[src/rtl/uart_pkg.sv]
// -----------------------------------------------------------------------------
// uart_pkg
// Shared UART definitions used by the receiver and the transmit path:
//   - uart_state_e : receiver frame states
//   - OS_RATE      : oversampling ticks per bit
//   - SMP_FIRST/SMP_MID/SMP_LAST : oversample positions voted on each bit
//   - calc_div()   : clock cycles per oversample tick
// No ports.
// -----------------------------------------------------------------------------
package uart_pkg;

  typedef enum logic [2:0] {
    IDLE,
    START,
    DATA,
    STOP,
    BREAK
  } uart_state_e;

  localparam int OS_RATE   = 16;
  localparam int SMP_FIRST = 7;
  localparam int SMP_MID   = 8;
  localparam int SMP_LAST  = 9;

  // Clock cycles per oversample tick, truncated.
  function automatic int calc_div(input int clk_freq, input int baud);
    return clk_freq / (baud * OS_RATE);
  endfunction

endpackage

[src/rtl/uart_rx_os_if.sv]
// -----------------------------------------------------------------------------
// uart_rx_os_if
// Byte delivery bundle between the UART receiver and its consumer.
//   rx_data      : received byte, stable while rx_valid is high
//   rx_valid     : byte available, held until accepted
//   rx_ready     : consumer accepts when rx_valid & rx_ready at a clk edge
//   rx_frame_err : one-cycle pulse, stop bit sampled low
//   rx_overrun   : one-cycle pulse, byte completed while rx_valid still high
//   rx_busy      : receiver is inside a frame or waiting out a break
// master = receiver side, slave = consumer side.
// -----------------------------------------------------------------------------
interface uart_rx_os_if;

  logic [7:0] rx_data;
  logic       rx_valid;
  logic       rx_ready;
  logic       rx_frame_err;
  logic       rx_overrun;
  logic       rx_busy;

  modport master (
    output rx_data,
    output rx_valid,
    output rx_frame_err,
    output rx_overrun,
    output rx_busy,
    input  rx_ready
  );

  modport slave (
    input  rx_data,
    input  rx_valid,
    input  rx_frame_err,
    input  rx_overrun,
    input  rx_busy,
    output rx_ready
  );

endinterface

[src/rtl/uart_baud_tick.sv]
// -----------------------------------------------------------------------------
// uart_baud_tick
// Oversample tick generator: counts 0..DIV-1 and raises tick for one cycle at
// the terminal count. restart forces the count back to 0 so the tick phase can
// be aligned to an external event (a detected start edge).
//   clk     : system clock
//   rst     : synchronous active-high reset
//   restart : clear the counter this cycle
//   tick    : one-cycle pulse every DIV cycles
// -----------------------------------------------------------------------------
module uart_baud_tick #(
  parameter int DIV = 1
) (
  input  logic clk,
  input  logic rst,
  input  logic restart,
  output logic tick
);

  localparam int            CW   = (DIV > 1) ? $clog2(DIV) : 1;
  localparam logic [CW-1:0] TERM = CW'(DIV - 1);

  logic [CW-1:0] r_cnt;

  assign tick = (r_cnt == TERM);

  always_ff @(posedge clk) begin
    if (rst || restart) begin
      r_cnt <= '0;
    end else if (tick) begin
      r_cnt <= '0;
    end else begin
      r_cnt <= r_cnt + 1'b1;
    end
  end

endmodule

[src/rtl/uart_rx_os.sv]
// -----------------------------------------------------------------------------
// uart_rx_os
// 8N1 UART receiver, 16x oversampling, 3-sample majority vote on every bit.
//   clk       : system clock, rising edge
//   rst       : synchronous active-high reset
//   uart_rxd  : asynchronous serial input, idle high
//   rx_if     : byte/handshake/status bundle (master side)
// Parameters: clk_freq (Hz), uart_baud_rate (bit/s).
// -----------------------------------------------------------------------------
module uart_rx_os
  import uart_pkg::*;
#(
  parameter int clk_freq       = 50000000,
  parameter int uart_baud_rate = 115200
) (
  input  logic         clk,
  input  logic         rst,
  input  logic         uart_rxd,
  uart_rx_os_if.master rx_if
);

  localparam int DIV = calc_div(clk_freq, uart_baud_rate);

  if (DIV < 1) begin : g_div_check
    $error("uart_rx_os: clk_freq / (uart_baud_rate * 16) must be at least 1");
  end

  logic        r_sync_p0;
  logic        r_sync_p1;
  logic        w_rxs;

  uart_state_e r_state;
  uart_state_e w_state_nxt;

  logic [3:0]  r_os;
  logic [2:0]  r_bit;
  logic        r_smp7;
  logic        r_smp8;
  logic [7:0]  r_shift;

  logic [7:0]  r_data;
  logic        r_valid;
  logic        r_ferr;
  logic        r_ovr;

  logic        w_tick;
  logic        w_dec;
  logic        w_wrap;
  logic        w_maj;
  logic        w_restart;
  logic        w_load;
  logic        w_overrun;
  logic        w_frame_err;
  logic        w_shift_en;

  // ---- input synchroniser: two flops, idle-high reset ----
  always_ff @(posedge clk) begin
    if (rst) begin
      r_sync_p0 <= 1'b1;
      r_sync_p1 <= 1'b1;
    end else begin
      r_sync_p0 <= uart_rxd;
      r_sync_p1 <= r_sync_p0;
    end
  end

  assign w_rxs = r_sync_p1;

  uart_baud_tick #(
    .DIV (DIV)
  ) u_tick (
    .clk     (clk),
    .rst     (rst),
    .restart (w_restart),
    .tick    (w_tick)
  );

  // Events are keyed on the os value before the tick advances it, so the
  // tick that moves os to 7/8/9 is the one that samples.
  assign w_dec  = w_tick && (r_os == 4'(SMP_LAST - 1));
  assign w_wrap = w_tick && (r_os == 4'(OS_RATE - 1));
  // Third vote is the live bit on the deciding tick.
  assign w_maj  = (r_smp7 & r_smp8) | (r_smp7 & w_rxs) | (r_smp8 & w_rxs);

  // ---- oversample and bit counters ----
  always_ff @(posedge clk) begin
    if (rst || w_restart) begin
      r_os  <= '0;
      r_bit <= '0;
    end else if (w_tick) begin
      r_os <= r_os + 4'd1;
      if (w_wrap && (r_state == DATA)) begin
        r_bit <= r_bit + 3'd1;
      end
    end
  end

  // ---- vote samples and shift register ----
  always_ff @(posedge clk) begin
    if (w_tick && (r_os == 4'(SMP_FIRST - 1))) begin
      r_smp7 <= w_rxs;
    end
    if (w_tick && (r_os == 4'(SMP_MID - 1))) begin
      r_smp8 <= w_rxs;
    end
    if (w_shift_en) begin
      r_shift <= {w_maj, r_shift[7:1]};
    end
  end

  // ---- FSM state register ----
  always_ff @(posedge clk) begin
    if (rst) begin
      r_state <= IDLE;
    end else begin
      r_state <= w_state_nxt;
    end
  end

  // ---- FSM next state ----
  always_comb begin
    w_state_nxt = r_state;
    case (r_state)
      IDLE: begin
        if (!w_rxs) w_state_nxt = START;
      end
      START: begin
        // A start bit that votes high was a glitch.
        if (w_dec && w_maj)  w_state_nxt = IDLE;
        else if (w_wrap)     w_state_nxt = DATA;
      end
      DATA: begin
        if (w_wrap && (r_bit == 3'd7)) w_state_nxt = STOP;
      end
      STOP: begin
        // Leave at mid-stop-bit so a following start edge is not missed.
        if (w_dec) w_state_nxt = w_maj ? IDLE : BREAK;
      end
      BREAK: begin
        // Hold off until the line returns high so a break is not re-read
        // as a stream of start bits.
        if (w_rxs) w_state_nxt = IDLE;
      end
      default: w_state_nxt = IDLE;
    endcase
  end

  // ---- FSM outputs ----
  always_comb begin
    w_restart   = 1'b0;
    w_load      = 1'b0;
    w_overrun   = 1'b0;
    w_frame_err = 1'b0;
    w_shift_en  = 1'b0;
    case (r_state)
      IDLE: begin
        w_restart = !w_rxs;
      end
      DATA: begin
        w_shift_en = w_dec;
      end
      STOP: begin
        if (w_dec) begin
          if (w_maj) begin
            // An accept landing on the same edge frees the holding register.
            if (!r_valid || rx_if.rx_ready) w_load    = 1'b1;
            else                            w_overrun = 1'b1;
          end else begin
            w_frame_err = 1'b1;
          end
        end
      end
      default: ;
    endcase
  end

  // ---- output holding register and status pulses ----
  always_ff @(posedge clk) begin
    if (rst) begin
      r_data  <= '0;
      r_valid <= 1'b0;
      r_ferr  <= 1'b0;
      r_ovr   <= 1'b0;
    end else begin
      r_ferr <= w_frame_err;
      r_ovr  <= w_overrun;
      if (w_load) begin
        r_data  <= r_shift;
        r_valid <= 1'b1;
      end else if (r_valid && rx_if.rx_ready) begin
        r_valid <= 1'b0;
      end
    end
  end

  assign rx_if.rx_data      = r_data;
  assign rx_if.rx_valid     = r_valid;
  assign rx_if.rx_frame_err = r_ferr;
  assign rx_if.rx_overrun   = r_ovr;
  assign rx_if.rx_busy      = (r_state != IDLE);

endmodule

[src/flat_wrapper.sv]
// flat-port wrapper written by rule: the top's interface ports become plain ports
module uart_rx_os_flat import uart_pkg::*;
#(
  parameter int clk_freq       = 50000000,
  parameter int uart_baud_rate = 115200
)
  (clk, rst, uart_rxd, rx_if_rx_data, rx_if_rx_valid, rx_if_rx_frame_err, rx_if_rx_overrun, rx_if_rx_busy, rx_if_rx_ready);
  uart_rx_os_if rx_if_i ();
  input  logic clk;
  input  logic rst;
  input  logic uart_rxd;
  output wire logic [$bits(rx_if_i.rx_data)-1:0] rx_if_rx_data;
  output wire logic [$bits(rx_if_i.rx_valid)-1:0] rx_if_rx_valid;
  output wire logic [$bits(rx_if_i.rx_frame_err)-1:0] rx_if_rx_frame_err;
  output wire logic [$bits(rx_if_i.rx_overrun)-1:0] rx_if_rx_overrun;
  output wire logic [$bits(rx_if_i.rx_busy)-1:0] rx_if_rx_busy;
  input wire logic [$bits(rx_if_i.rx_ready)-1:0] rx_if_rx_ready;
  assign rx_if_rx_data = rx_if_i.rx_data;
  assign rx_if_rx_valid = rx_if_i.rx_valid;
  assign rx_if_rx_frame_err = rx_if_i.rx_frame_err;
  assign rx_if_rx_overrun = rx_if_i.rx_overrun;
  assign rx_if_rx_busy = rx_if_i.rx_busy;
  assign rx_if_i.rx_ready = rx_if_rx_ready;
  uart_rx_os #(.clk_freq(clk_freq), .uart_baud_rate(uart_baud_rate)) u_core (.clk(clk), .rst(rst), .uart_rxd(uart_rxd), .rx_if(rx_if_i));
endmodule
[config.mk]
export PLATFORM = sky130hd
export DESIGN_NAME = uart_rx_os_flat
export DESIGN_NICKNAME = d
export VERILOG_FILES = /design/src/rtl/uart_pkg.sv /design/src/rtl/uart_rx_os_if.sv /design/src/rtl/uart_baud_tick.sv /design/src/rtl/uart_rx_os.sv /design/src/flat_wrapper.sv
export SDC_FILE = /design/constraint.sdc
export NUM_CORES = 1
export LEC_CHECK = 0
export ABC_AREA = 1
export BUFFER_PORTS_ARGS = -buffer_cell sky130_fd_sc_hd__buf_4
export CAP_MARGIN = 30
export CORE_UTILIZATION = 45
export DETAILED_ROUTE_END_ITERATION = 8
export PLACE_DENSITY = 0.68
export SYNTH_ARGS = -nofsm -noshare
export SYNTH_HDL_FRONTEND = slang
export SYNTH_SLANG_ARGS = --single-unit
[constraint.sdc]
create_clock -name clk -period 2 [get_ports clk]
set_input_delay 0.4 -clock clk [delete_from_list [all_inputs] [get_ports clk]]
set_output_delay 0.4 -clock clk [all_outputs]
set_load 0.01 [all_outputs]
**Word-level counts from Yosys, hierarchy flattened**

Cells that the tools add are included.
W data, S select, Z words.

- Add/sub/neg operators: 3
- Multipliers: 0
- Divide/modulo/power cells: 0
- $lt $le $gt $ge: 0
- Eq/ne operators: 15
- Shifts and indexed selects: 0
- Multiplexer cells: 18
- Bitwise operators: 8
- Reductions and logical operators: 20

Operators with widths:

| cell | number |
|---|---|
| $mux W3 | 7 |
| $pmux W3 S5 | 1 |
| $mux W1 | 10 |
| $eq A4 B3 Y1 const B | 2 |
| $eq A4 B4 Y1 const B | 2 |
| $logic_and A1 B1 Y1 | 8 |
| $eq A3 B2 Y1 const B | 2 |
| $eq A3 B3 Y1 const B | 2 |
| $add A5 B1 Y5 const B | 1 |
| $eq A5 B5 Y1 const B | 1 |
| $reduce_and A5 Y1 | 1 |
| $add A4 B1 Y4 const B | 1 |
| $ne A2 B1 Y1 const B | 2 |
| $ne A2 B2 Y1 const B | 2 |
| $reduce_or A4 Y1 | 1 |
| $add A3 B1 Y3 const B | 1 |
| $and A1 B1 Y1 | 3 |
| $eq A3 B1 Y1 const B | 1 |
| $logic_not A3 Y1 | 1 |
| $ne A3 B1 Y1 const B | 1 |
| $not A1 Y1 | 3 |
| $reduce_bool A3 Y1 | 1 |
| $reduce_or A3 Y1 | 1 |
| $logic_not A1 Y1 | 2 |
| other kinds (5) | 7 |

- Register bits after elaboration: 38
- Latch bits: 0
- Bits in writable memories: 0
- Memory bits (read-only): 0
- Input bits: 4
- Output and inout port bits: 12
- Memories: 0

**Logic depth before layout (Yosys ltp)**

- Depth in word-level cells: 7
- Mapped depth: 10

**Hierarchy**

A second synthesis with hierarchy kept.

- Cell total of the unflattened synthesis: 192
- Area total of the unflattened synthesis: 1645.3 um2

Modules (own cells, without submodules):

| module | times used | cells an instance | area an instance (um2) | sequential area each (um2) |
|---|---|---|---|---|
| uart_rx_os | 1 | 159 | 1395.1 | 760.7 |
| uart_baud_tick | 1 | 33 | 250.2 | 100.1 |

**Least setup slack after synthesis**

Ideal clock, no wire load.

- Path type: flip-flop to flip-flop
- Start: register u_core.u_tick.r_cnt[0]
- End: register u_core.r_shift[0] (enable)
- Arrival: 1.290 ns
- Required time: 1.630 ns
- Setup slack: 0.339 ns
- Stages on the path, launching flop included: 7
- Path buffers: 0
- Period minus slack after synthesis: 1.661 ns
- Cells stage by stage: dfxtp_1 -> inv_1 -> ha_1 -> nand2_1 -> nor2_4 -> nand2_1 -> nor2_1

- Word-level cells in the longest chain between the ends: 3

RTL lines:

| item | RTL line | source |
|---|---|---|
| start: declaration | uart_baud_tick.sv:23 | `logic [CW-1:0] r_cnt;` |
| start signal: assignment | uart_baud_tick.sv:33 | `r_cnt <= r_cnt + 1'b1;` |
| $eq A5 B5 Y1 | uart_baud_tick.sv:25 | `assign tick = (r_cnt == TERM);` |
| $logic_and A1 B1 Y1 | uart_rx_os.sv:80 | `assign w_dec = w_tick && (r_os == 4'(SMP_LAST - 1));` |
| $mux W1 | uart_rx_os.sv:155 | `case (r_state)` |
| net u_core.w_shift_en | uart_rx_os.sv:54 | `logic w_shift_en;` |
| end signal: assignment | uart_rx_os.sv:107 | `r_shift <= {w_maj, r_shift[7:1]};` |
| end: declaration | uart_rx_os.sv:39 | `logic [7:0] r_shift;` |

The timed path passes the listed nets, and every way through them passes these cells.
A chain may end at the register's enable or synchronous reset.

**Final worst setup path**

- Start: register u_core.u_tick.r_cnt[0]
- End: register u_core.r_state[0]

- Word-level cells in the longest chain between the ends: 5
- Elaborated cells between the ends (all ways): 11
- Classes of those cells: eq/ne (4); mux (2); reduce/logical (5)

RTL lines:

| item | RTL line | source |
|---|---|---|
| $eq A5 B5 Y1 (*) | uart_baud_tick.sv:25 |  |
| $logic_and A1 B1 Y1, on equally long branches | uart_rx_os.sv:80, uart_rx_os.sv:81 |  |
| $logic_and A1 B1 Y1, on equally long branches | uart_rx_os.sv:129, uart_rx_os.sv:133 |  |
| $ne A3 B1 Y1 (no source line) (tied with other cells) | -- |  |
| $reduce_and A5 Y1 (no source line) / $pmux W3 S5 (equally long branches) | -- |  |
| end signal: assignment | uart_rx_os.sv:116 | `r_state <= w_state_nxt;` |
| end: declaration | uart_rx_os.sv:32 | `uart_state_e r_state;` |

Mark *: on every way between the ends. The rest lies on a longest branch, timed or not.

==> flow_summary.ini <==
[worst_setup_path]
cpMostUsedCell = nand2_1
regToRegStartpoint = u_core.u_tick.r_cnt[0]$_SDFF_PP0_
cp_max_fo = 9
worst_ep_arrival_time_ps = 1900
critPathBufInv = 2
cp_slowest_cell = dfxtp_1
startpoint_of_the_most_critical_setup_path = u_core.u_tick.r_cnt[0]$_SDFF_PP0_
timing.critical_path.max_delay_family = simple AND/OR/NAND/NOR gates
crit_path_end_kind = flop
startpoint_type = flop
critical_path_class = reg2reg
critPathMaxStageDelay_ps = 350
required_ps = 2280
crit_chain = inv_1 -> ha_1 -> nand2_1 -> nor2_4 -> nand2_1 -> a21oi_4 -> nand3_1 -> nand2_1 -> inv_1 -> nor2_1

[synth]
mappedNetlistNets = 196
synth_area_mm2 = 0.00163
synthCells = 185
synthesis.yosys.warnings = 0
postSynthAreaPerCell_um2 = 8.79
yosysSeqAreaShare_pct = 53.0
netlist-cell-type-count = 27
synth.ff_latch_count = 38

[clock_network]
clock_sinks = 38
post_cts.repair.setup_buffers = 0
cts_tree = built
cts-resized-gates = 0
worstSkewPairLatency_ps = 340
cts.reportedPaths.clkPinSlew_ps = 110
cts.htree.levels = 2
cts_made_buffers = 5
clk_root_buffer_cell = clkbuf_4
cts_max_path_buffers = 2
ctsHoldBuffers = 0

[finish]
fillerInstances = 327
nNetsFinal = 219
mostFrequentLayoutCell = nor2_1
final_layout_size_suffix_gt1_share_pct = 19.6
most-common-layout-cells = nor2_1 (34), nand2_1 (32), dfxtp_1 (28)
num_antenna_cells = 0
signed_area_change_from_the_synthesized_netlist_to_the_final_layout_pct = 17.9
utilization_pct = 56.6
final_area_mm2 = 0.00192

[min_path]
timing.hold.worst.class = in2reg
min-delay-start = uart_rxd

[floorplan]
core_area_mm2 = 0.00339
fp-row-count = 21
num_io_pins = 16
start_util_pct = 48.0
die_h_um = 62.1
die_area_mm2 = 0.00386
die_x_um = 62.1

[timing]
timing.clock.skew_ps = 6.66
max_freq_ghz = 0.620
setup_tns_ps = 0
grt_setup_unrepaired = no
report.final.hold_viol_count = 0
slew_viol_final = 0
finalSetupViolations = 0
timing.max_slew.rel_slack_pct = 66.6
max_slew.worst_pin.slew_ps = 497
final_min_period_over_clock_period_pct = 80.7
timing.final.crit_period_ps = 1610

[drt]
finalWirelength_um = 2930
detailroute.wirelength.met2_um = 1490
number_of_vias_after_detailed_routing = 1289
post_drt_via_cell_ratio = 5.05
drt_first_pass_iters = 4
wl_met3_um = 115
ant_nets = 0
detail_route.wirelength.met1_um = 1290
maxUsedRoutingLayer = met4
drt_iter0_drc = 46
route.detailed.wl_per_inst_um = 11.5
detail_route.drc_violations = 0

[grt]
grt_pass1_wl_um = 5110
grt_max_degree = 13
first_global_vias = 1218
grt.overflow.total = 0
grt_usage_pct = 17.2
antenna_found_initial = 0

[outcome]
result_of_the_run = finished, final reports clean

[placement]
place_congestion = 0.768
dpl-instance-area_mm2 = 0.00181
hpwl_um = 2140
io_buffers = 15

[power]
peakVddDrop_mv = 0.673
leakagePower_nw = 0.804
power_density_normalized_to_cell_area_mw_per_mm2 = 937

[flow_run]
maxCapViolCount = 0
## metal layers
metal | up-vias | global-route usage (%)
li1 | 645 | -
met1 | 614 | 19.1
met2 | 25 | 30.2
met3 | 5 | 5.51
met4 | 0 | 6.69
met5 | - | 0
## state kept, by name, indices dropped and copies added (netlist names)
register and count:
u_core.u_tick.r_cnt 5, u_core.r_sync_p1 1, u_core.r_smp7 1, u_core.r_smp8 1, u_core.rx_if.rx_frame_err 1, u_core.r_bit 3
u_core.rx_if.rx_valid 1, u_core.r_shift 8, u_core.r_state 3, u_core.r_sync_p0 1, u_core.r_os 4, u_core.rx_if.rx_data 8
u_core.rx_if.rx_overrun 1
## cells by family after synthesis
| family | share of synthesized area [%] |
|---|---|
| buf+inv | 5.77 |
| xor+xnor | 1.08 |
| compound gates | 7.01 |
| simple gates | 27.8 |
| fa+ha+maj | 5.39 |
| flops | 53.0 |
## cell usage after synthesis
library cell,count,share of area [%]
a21oi_4,1,1.0
inv_2,4,0.92
nor3_1,2,0.62
or2_0,1,0.39
or2_2,3,1.2
ha_1,7,5.4
o21ai_0,8,2.5
nor2_1,34,7.9
nand3_2,1,0.62
inv_4,1,0.39
nor3_4,2,2.0
inv_1,18,4.2
nor4_1,2,0.77
nor2_4,1,0.69
nand2_1,32,7.4
nand3b_4,1,1.2
a21oi_1,8,2.5
xor2_1,2,1.1
nand3_1,9,2.8
nand2_2,1,0.39
a211oi_1,1,0.46
nand4_1,4,1.5
dfxtp_1,28,34
clkbuf_2,1,0.31
edfxtp_1,10,18
o21ai_1,2,0.62
nor2_2,1,0.39
## final timing paths
path | endpoint | slack (ps) | cells after the start
setup / recovery | u_core.r_state[0]$_SDFFE_PP0P_ | 390 | 10
hold / removal | u_core.r_sync_p0$_SDFF_PP1_ | 240 | 2
setup reg to reg | u_core.r_state[0]$_SDFFE_PP0P_ | 390 | 10
hold reg to reg | u_core.r_sync_p1$_SDFF_PP1_ | 420 | 1
## per-stage QoR
step	power (mW)	instances	worst slack (ps)	hold slack (ps)
3_3_place_gp	1.12	247	470	400
6_report	1.80	255	386	236
2_1_floorplan	1.06	185	339	389
4_1_cts	1.81	255	385	226
3_5_place_dp	1.13	247	403	398
5_1_grt	1.89	255	206	216
## power breakdown
| group | internal [mW] | total [mW] | leakage (nW) | switching (mW) |
|---|---|---|---|---|
| Combinational | 0.104 | 0.279 | 0.429 | 0.175 |
| Sequential | 0.813 | 0.843 | 0.317 | 0.0298 |
| Clock | 0.423 | 0.675 | 0.0585 | 0.251 |
| Total | 1.34 | 1.80 | 0.804 | 0.456 |
## worst register-to-register path: stages, from the launching register on
cell     delay (ps)
dfxtp_1         350
inv_1            60
ha_1            130
nand2_1          80
nor2_4          220
nand2_1         160
a21oi_4         200
nand3_1         140
nand2_1          80
inv_1            30
nor2_1           90
## layout make-up
| cell class | instances | area [µm²] | area share (%) |
|---|---|---|---|
| Clock buffer | 6 | 51.3 | 2.68 |
| Clock inverter | 2 | 60.1 | 3.13 |
| Inverter | 23 | 88.8 | 4.63 |
| Multi-Input combinational cell | 123 | 671 | 35.0 |
| Sequential cell | 38 | 861 | 44.9 |
| Tap cell | 46 | 57.6 | 3.00 |
| Timing Repair Buffer | 17 | 128 | 6.66 |
Note: power is estimated with default switching activity, not from simulation.
